$ cat src/rtl/adder_rr_arbiter_pkg.sv
// adder_arb_pkg: shared widths, FSM state type and saturating-count helper for adder_rr_arbiter
package adder_arb_pkg;
    localparam int OPND_W = 4;
    localparam int SUM_W  = 5;
    localparam int STAT_W = 16;
    typedef enum logic {ARB_EMPTY, ARB_FULL} arb_state_t;
    function automatic logic [STAT_W-1:0] sat_inc(input logic [STAT_W-1:0] v);
        return &v ? v : v + 1'b1;
    endfunction
endpackage

$ cat src/rtl/adder_rr_arbiter_if.sv
// adder_rr_arbiter_if: request/response bus between clients (master) and the shared adder arbiter (slave)
interface adder_rr_arbiter_if import adder_arb_pkg::*; #(
    parameter int N_REQ = 4,
    parameter int ID_W  = 2
);
    logic [N_REQ-1:0]        req_valid;
    logic [OPND_W*N_REQ-1:0] req_a;
    logic [OPND_W*N_REQ-1:0] req_b;
    logic [N_REQ-1:0]        req_ready;
    logic                    rsp_valid;
    logic                    rsp_ready;
    logic [ID_W-1:0]         rsp_id;
    logic [SUM_W-1:0]        rsp_sum;
    modport master (
        output req_valid, req_a, req_b, rsp_ready,
        input  req_ready, rsp_valid, rsp_id, rsp_sum
    );
    modport slave (
        input  req_valid, req_a, req_b, rsp_ready,
        output req_ready, rsp_valid, rsp_id, rsp_sum
    );
endinterface

$ cat src/rtl/adder_rr_arbiter_rr_pick.sv
// rr_pick / fourbit_adder: combinational round-robin winner search and the shared 4+4->5 bit adder
module rr_pick #(
    parameter int N_REQ = 4,
    parameter int ID_W  = 2
) (
    input  logic [N_REQ-1:0] req,
    input  logic [ID_W-1:0]  ptr,
    output logic [N_REQ-1:0] gnt,
    output logic [ID_W-1:0]  gnt_id,
    output logic             any
);
    // Scan farthest offset first so the nearest requester after ptr overwrites and wins.
    always_comb begin
        gnt    = '0;
        gnt_id = '0;
        any    = |req;
        for (int k = N_REQ; k >= 1; k--) begin
            if (req[(int'(ptr) + k) % N_REQ]) begin
                gnt    = '0;
                gnt[(int'(ptr) + k) % N_REQ] = 1'b1;
                gnt_id = ID_W'((int'(ptr) + k) % N_REQ);
            end
        end
    end
endmodule

module fourbit_adder import adder_arb_pkg::*; (
    input  logic [OPND_W-1:0] a,
    input  logic [OPND_W-1:0] b,
    output logic [SUM_W-1:0]  s
);
    assign s = {1'b0, a} + {1'b0, b};
endmodule

$ cat src/rtl/adder_rr_arbiter.sv
// adder_rr_arbiter: round-robin sharing of one fourbit_adder with a single-entry tagged response slot.
// Optional ADDER_ARB_STATS_EN adds saturating per-requester grant and stall counters.
module adder_rr_arbiter import adder_arb_pkg::*; #(
    parameter int N_REQ = 4,
    parameter int ID_W  = 2
) (
    input  logic                    clk,
    input  logic                    rst,
`ifdef ADDER_ARB_STATS_EN
    output logic [STAT_W*N_REQ-1:0] stat_grants,
    output logic [STAT_W-1:0]       stat_stall,
`endif
    adder_rr_arbiter_if.slave       bus
);
    arb_state_t        state;
    logic [ID_W-1:0]   ptr;
    logic [ID_W-1:0]   gnt_id;
    logic [ID_W-1:0]   id_q;
    logic [N_REQ-1:0]  gnt;
    logic              any;
    logic              grant_en;
    logic              accept;
    logic [OPND_W-1:0] a_q;
    logic [OPND_W-1:0] b_q;
    logic [SUM_W-1:0]  sum;
    rr_pick #(.N_REQ(N_REQ), .ID_W(ID_W)) u_pick (
        .req    (bus.req_valid),
        .ptr    (ptr),
        .gnt    (gnt),
        .gnt_id (gnt_id),
        .any    (any)
    );
    fourbit_adder u_add (.a(a_q), .b(b_q), .s(sum));
    // The slot can refill in the same cycle it drains; reset blocks any grant.
    assign grant_en      = !rst && (state == ARB_EMPTY || bus.rsp_ready);
    assign accept        = grant_en && any;
    assign bus.req_ready = grant_en ? gnt : '0;
    assign bus.rsp_valid = state == ARB_FULL;
    assign bus.rsp_id    = id_q;
    assign bus.rsp_sum   = sum;
    always_ff @(posedge clk) begin
        if (rst) begin
            state <= ARB_EMPTY;
            ptr   <= ID_W'(N_REQ - 1);
            id_q  <= '0;
            a_q   <= '0;
            b_q   <= '0;
        end else if (accept) begin
            state <= ARB_FULL;
            ptr   <= gnt_id;
            id_q  <= gnt_id;
            a_q   <= bus.req_a[OPND_W*int'(gnt_id) +: OPND_W];
            b_q   <= bus.req_b[OPND_W*int'(gnt_id) +: OPND_W];
        end else if (bus.rsp_ready) begin
            state <= ARB_EMPTY;
        end
    end
`ifdef ADDER_ARB_STATS_EN
    logic [STAT_W-1:0] grants [N_REQ];
    always_ff @(posedge clk) begin
        for (int i = 0; i < N_REQ; i++)
            grants[i] <= rst ? '0 : (bus.req_valid[i] && bus.req_ready[i]) ? sat_inc(grants[i]) : grants[i];
        stat_stall <= rst ? '0 : (|bus.req_valid && !accept) ? sat_inc(stat_stall) : stat_stall;
    end
    for (genvar i = 0; i < N_REQ; i++) begin : g_stat
        assign stat_grants[STAT_W*i +: STAT_W] = grants[i];
    end
`endif
endmodule
$ cat src/flat_wrapper.sv
// flat-port wrapper written by rule: the top's interface ports become plain ports
module adder_rr_arbiter_flat import adder_arb_pkg::*;
#(
    parameter int N_REQ = 4,
    parameter int ID_W  = 2
)
  (clk, rst, bus_req_valid, bus_req_a, bus_req_b, bus_rsp_ready, bus_req_ready, bus_rsp_valid, bus_rsp_id, bus_rsp_sum);
  adder_rr_arbiter_if #(.N_REQ(N_REQ), .ID_W(ID_W)) bus_i ();
  input  logic clk;
  input  logic rst;
  input wire logic [$bits(bus_i.req_valid)-1:0] bus_req_valid;
  input wire logic [$bits(bus_i.req_a)-1:0] bus_req_a;
  input wire logic [$bits(bus_i.req_b)-1:0] bus_req_b;
  input wire logic [$bits(bus_i.rsp_ready)-1:0] bus_rsp_ready;
  output wire logic [$bits(bus_i.req_ready)-1:0] bus_req_ready;
  output wire logic [$bits(bus_i.rsp_valid)-1:0] bus_rsp_valid;
  output wire logic [$bits(bus_i.rsp_id)-1:0] bus_rsp_id;
  output wire logic [$bits(bus_i.rsp_sum)-1:0] bus_rsp_sum;
  assign bus_i.req_valid = bus_req_valid;
  assign bus_i.req_a = bus_req_a;
  assign bus_i.req_b = bus_req_b;
  assign bus_i.rsp_ready = bus_rsp_ready;
  assign bus_req_ready = bus_i.req_ready;
  assign bus_rsp_valid = bus_i.rsp_valid;
  assign bus_rsp_id = bus_i.rsp_id;
  assign bus_rsp_sum = bus_i.rsp_sum;
  adder_rr_arbiter #(.N_REQ(N_REQ), .ID_W(ID_W)) u_core (.clk(clk), .rst(rst), .bus(bus_i));
endmodule
$ cat config.mk
export PLATFORM = sky130hd
export DESIGN_NAME = adder_rr_arbiter_flat
export DESIGN_NICKNAME = d
export VERILOG_FILES = /design/src/rtl/adder_rr_arbiter_pkg.sv /design/src/rtl/adder_rr_arbiter_if.sv /design/src/rtl/adder_rr_arbiter_rr_pick.sv /design/src/rtl/adder_rr_arbiter.sv /design/src/flat_wrapper.sv
export SDC_FILE = /design/constraint.sdc
export NUM_CORES = 1
export LEC_CHECK = 0
export ABC_CLOCK_PERIOD_IN_PS = 3400
export CAP_MARGIN = 10
export CORE_MARGIN = 2
export CORE_UTILIZATION = 43
export DETAILED_ROUTE_END_ITERATION = 8
export GPL_ROUTABILITY_DRIVEN = 0
export MAX_ROUTING_LAYER = met4
export PLACE_DENSITY = 0.8
export SKIP_LAST_GASP = 1
export SLEW_MARGIN = 20
export SYNTH_ARGS = -nofsm -noshare
export SYNTH_HDL_FRONTEND = slang
export SYNTH_SLANG_ARGS = --single-unit
export TNS_END_PERCENT = 100
$ cat constraint.sdc
create_clock -name clk -period 3.4 [get_ports clk]
set_input_delay 0.51 -clock clk [delete_from_list [all_inputs] [get_ports clk]]
set_output_delay 0.51 -clock clk [all_outputs]
set_load 0.01 [all_outputs]
* Yosys cells after proc, flatten, opt, wreduce, memory -nomap -nowiden
Index checks and enable logic that the tools add are counted.
** Word-level totals
- Logic and storage cells :: 70
- Input bits :: 39
- Output and inout port bits :: 12
- Register bits :: 13
** Cells by class
- $lt $le $gt $ge :: 8
- Multiplexer cells :: 31
- Bitwise logic cells :: 5
- Add/subtract/negate cells :: 5
- Reduce and logical (&&, ||, !) cells :: 14
- Shift-type cells :: 2
** Operators by type and width (number)
- variable part select 16 x 5 -> 4 bit :: 2
- 2-to-1 mux 4 bit :: 5
- < comparator 3 x 4 -> 1 bit, second input constant :: 4
- 2-to-1 mux 1 bit :: 14
- greater-or-equal comparator 3 x 1 -> 1 bit, second input constant :: 4
- binary-select mux 1 bit (select 2 bit) :: 4
- demux 1 bit (select 2 bit) :: 4
- 2-to-1 mux 2 bit :: 4
- OR reduction 2 bit :: 4
- logical AND 1 bit :: 6
- adder 4 x 4 -> 5 bit :: 1
- adder 2 x 1 -> 2 bit, second input constant :: 2
- adder 2 bit, second input constant :: 2
- AND 1 bit, first input constant :: 4
- OR reduction 4 bit :: 1
- nonzero test 2 bit :: 1
- zero test 1 bit :: 1
- logical OR 1 bit :: 1
- inverter 1 bit :: 1

* Longest topological paths before layout
- Word-level depth :: 12
- Mapped depth :: 10
- Depth with buffers taken out :: 7

* By module
Synthesis repeated with hierarchy kept, for this count alone.
** Second synthesis, totals
- Cell total of the unflattened synthesis :: 140
- Area, all modules :: 1302.5 um^2
** Modules (own cells, without submodules)
- adder_rr_arbiter :: area an instance 745.7 um^2, seq. area each 260.2 um^2, cells each 74, times used 1
- rr_pick :: area an instance 420.4 um^2, seq. area each 0.0 um^2, cells each 50, times used 1
- fourbit_adder :: area an instance 136.4 um^2, seq. area each 0.0 um^2, cells each 16, times used 1

* Worst setup path before layout
Ideal clock, no wire load.
- Path kind :: register to output
- From :: reg u_core.ptr[0]
- To :: out bus_req_ready[2]
- Arrival time :: 2424 ps
- Path slack :: 466 ps
- Stages on the path, launching flop included :: 9
- Required time :: 2890 ps
- Cell sequence :: dfxtp_1 buf_1 inv_1 ha_1 mux4_2 nor2b_1 a22o_1 mux2i_1 o21ai_0
** Between the ends
- Cells in the longest elaborated chain, start to end :: 12
** Ends and longest elaborated chain
- start, declared :: line adder_rr_arbiter.sv:16 : logic [ID_W-1:0] ptr;
- start signal, assigned :: line adder_rr_arbiter.sv:44 : ptr <= ID_W'(N_REQ - 1);
- start signal, assigned :: line adder_rr_arbiter.sv:50 : ptr <= gnt_id;
- adder 2 x 1 -> 2 bit :: line adder_rr_arbiter_rr_pick.sv:18, adder_rr_arbiter_rr_pick.sv:20
- OR reduction 2 bit (no source line)
- AND 1 bit (no source line)
- < comparator 3 x 4 -> 1 bit (not written as such) or greater-or-equal comparator 3 x 1 -> 1 bit (tied branches) :: line adder_rr_arbiter_rr_pick.sv:20 : gnt[(int'(ptr) + k) % N_REQ] = 1'b1;
- logical AND 1 bit (not written as such) :: line adder_rr_arbiter_rr_pick.sv:20
- 2-to-1 mux 1 bit (not written as such) :: line adder_rr_arbiter_rr_pick.sv:20
- demux 1 bit (select 2 bit) :: line adder_rr_arbiter_rr_pick.sv:20
- 2-to-1 mux 4 bit (3 in series) :: line adder_rr_arbiter_rr_pick.sv:18 : if (req[(int'(ptr) + k) % N_REQ]) begin
- 2-to-1 mux 4 bit (*) :: line adder_rr_arbiter_rr_pick.sv:18
- 2-to-1 mux 4 bit (*) :: line adder_rr_arbiter.sv:37 : assign bus.req_ready = grant_en ? gnt : '0;
- end, declared :: line flat_wrapper.sv:15 : output wire logic [$bits(bus_i.req_ready)-1:0] bus_req_ready;
Every way passes the cells marked *; elsewhere a longest branch is shown, timed or not. The select of a mux whose other input is x is not followed.

* Worst setup path in the final report
Ends and elaborated chain as after synthesis.

==> flow_metrics.env <==
export IMPL_clock_latency_ps=270
export IMPL_critPathKind="reg2out"
export IMPL_synth_edf_count=0
export IMPL_power_internal_w=0.000617
export IMPL_switching_share=0.398
export IMPL_chipWidth_um=58.1
export IMPL_fin_crit_ps=3210
export IMPL_cp_data_required_time_ps=2890
export IMPL_drt_total_wl_um=3140
export IMPL_pwr_share_clk=0.091
export IMPL_worst_ep_arrival_time_ps=2700
export IMPL_worst_pin_slew_ps=713
export IMPL_path_max_fanout=6
export IMPL_layout_commonest_cell="clkdlybuf4s50_1"
export IMPL_ys_flop_type="dfxtp_1"
export IMPL_dp_slack_ps=158
export IMPL_seq_area_sq_um=260
export IMPL_grt_max_degree=18
export IMPL_endpoint_kind="output port"
export IMPL_slowest_stage="clkdlybuf4s50_1"
export IMPL_grt_total_usage=0.213
export IMPL_ys_seq_elements=13
export IMPL_drtPass1Iterations=5
export IMPL_fillerInstances=234
export IMPL_placed_cells=224
export IMPL_max_stage_delay_ps=560
export IMPL_ant_nets=0
export IMPL_grt_pass1_wl_um=5490
export IMPL_max_cap_violations=0
export IMPL_dieArea_sq_um=3380
export IMPL_cts_root_buf="clkbuf_4"
export IMPL_ios=51
export IMPL_rows=19
export IMPL_synth_cells=142
export IMPL_ir_drop_v=0.000386
export IMPL_synthMuxAreaShare=0.253
export IMPL_mappedNetlistNets=193
export IMPL_path_cells="inv_1 > ha_1 > mux4_2 > nor2b_2 > a22o_1 > mux2i_1 > o21ai_0 > clkdlybuf4s50_1"
export IMPL_ys_types=34
export IMPL_synth_async_reset_ratio=0
export IMPL_grt_pass1_vias=1279
export IMPL_core_sq_um=2760
export IMPL_synth_adder_area_share=0.125
export IMPL_yosysWarningCount=0
export IMPL_drive_gt1_frac=0.0914
export IMPL_hold_buffers=0
export IMPL_outcome="completed"
export IMPL_synth_area_sq_um=1260
export IMPL_cts_htree_levels=1
export IMPL_clock_fmax_ghz=0.312
export IMPL_synth_top_family_by_area="multiplexers"
export IMPL_clk_pin_slew_worst_paths_ps=70
export IMPL_synth_xor_area_frac=0.0139
export IMPL_drt_first_iter_violations=46
export IMPL_vias=1305
export IMPL_cts_sinks=13
export IMPL_setup_viol=0
export IMPL_nets=249
export IMPL_mostFrequentLayoutCells="clkdlybuf4s50_1, mux2i_1, dfxtp_1"
export IMPL_setup_slack_ps=192
export IMPL_grt_ovfl_total=0
export IMPL_via_per_inst=5.72
export IMPL_fin_cells=228
export IMPL_synth_compound_area_frac=0.189
export IMPL_wl_per_cell_um=13.8
export IMPL_cts_made_buffers=3
export IMPL_p_leak_nw=0.792
export IMPL_whs_ps=478
export IMPL_synth_avg_cell_area_sq_um=8.86
export IMPL_p_per_area_nw_per_um2=558
export IMPL_clock_skew_ps=4.70
export IMPL_utilization=0.667
export IMPL_p_sw_w=0.000409
export IMPL_slew_headroom=0.523
export IMPL_multi_input_area_sq_um=918
export IMPL_ys_seq_area_frac=0.207
export IMPL_crit_path_start_kind="flop"
export IMPL_fin_area_sq_um=1840
export IMPL_hold_violations=0
export IMPL_report_final_slew_viol_count=0
export IMPL_die_y_um=58.1
export IMPL_start_util=0.456
export IMPL_syn2layout_area_growth_pct=46.0
export IMPL_cts_path_max_buffers=2
export IMPL_drc=0
export IMPL_num_antenna_cells=0
export IMPL_min_path_type="reg2reg"
export IMPL_antenna_found_initial=0
export IMPL_synthSimpleGateAreaFrac=0.142
export IMPL_placed_area_sq_um=1800
export IMPL_numPortBuffers=50
export IMPL_cts_tree="built"
export IMPL_power_frac_seq=0.220
export IMPL_place_hpwl_um=2530
export IMPL_pwr_share_comb=0.689
export IMPL_crit_buf_inv=2
export IMPL_path_delay_family="buffers and inverters"
export IMPL_min_period_over_period=0.944
path summary, 6_finish.rpt:
check,slack [ps],from,to,cells past startpoint
worst min register to register,480,u_core.bus.rsp_id[0],u_core.bus.rsp_id[0],2
worst max register to register,870,u_core.ptr[0],u_core.b_q[3],8
worst min-delay path,480,u_core.bus.rsp_id[0],u_core.bus.rsp_id[0],2
worst max-delay path,190,u_core.ptr[0],bus_req_ready[2],8
layer usage:
metal,global-route usage,vias to the layer above,wire [um]
met5,-,-,0
met4,0.0698,0,31
met3,0.0379,4,278
met2,0.378,71,1560
met1,0.240,592,1270
li1,-,638,-
Yosys cell counts (2+ instances only):
library cell / instances / area [sq um]
a21oi_1: 5 / 25.0
nand2_1: 11 / 41.3
nor2b_1: 5 / 31.3
mux4_2: 3 / 67.6
o221ai_1: 8 / 70.1
a22o_1: 4 / 35.0
xnor2_1: 2 / 17.5
mux2i_1: 24 / 240
inv_1: 7 / 26.3
o21ai_0: 9 / 45.0
dfxtp_1: 13 / 260
nand2b_1: 5 / 31.3
ha_1: 11 / 138
buf_2: 3 / 15.0
nor2_1: 10 / 37.5
nand3_1: 4 / 20.0
layout make-up:
type | instances | share of cell area
Tap cell | 31 | 0.0211
Timing Repair Buffer | 59 | 0.309
Clock buffer | 4 | 0.0143
Multi-Input combinational cell | 114 | 0.500
Sequential cell | 13 | 0.142
Inverter | 7 | 0.0143
state kept, by name (all words and copies together), names as in the netlist:
register / flops
u_core.bus.rsp_valid: 1
u_core.ptr: 2
u_core.a_q: 4
u_core.b_q: 4
u_core.bus.rsp_id: 2
power by group through the flow:
| stage | clock (W) | combinational, W | sequential [W] |
|---|---|---|---|
| floorplan | 0 | 0.000455 | 0.000228 |
| global placement | 0 | 0.000668 | 0.000225 |
| detailed placement | 0 | 0.000697 | 0.000228 |
| CTS | 0.0000951 | 0.000704 | 0.000225 |
| global route | 0.000102 | 0.000781 | 0.000230 |
| finish | 0.0000930 | 0.000708 | 0.000226 |
timing repair:
action	CTS	global route
hold endpoints to repair	0	0
setup endpoints to repair	0	4
setup buffers	0	0
gates resized for setup	0	2
cell families (layout without fill, tap and decap cells):
kind of cell,after synthesis,after routing
xor gates and xnor gates,2,2
DFF,13,13
buffers and inverters,15,70
adders and majority gates,12,12
muxes,28,28
AOI/OAI and AO/OA,34,34
and+or+nand+nor,38,38
worst register-to-register path, delay by kind of cell, from the launching register on:
family                     cells  cell delay, ps
muxes                          2             610
AOI/OAI and AO/OA              2             520
buffers and inverters          2             430
adders and majority gates      1             400
DFF                            1             330
and+or+nand+nor                1              80
per-stage QoR:
stage / total power, W / TNS [ps]
CTS: 0.00102 / 0
detailed placement: 0.000925 / 0
global placement: 0.000893 / 0
global route: 0.00111 / -0.249
finish: 0.00103 / 0
floorplan: 0.000683 / 0
(Power assumes the default switching activity.)
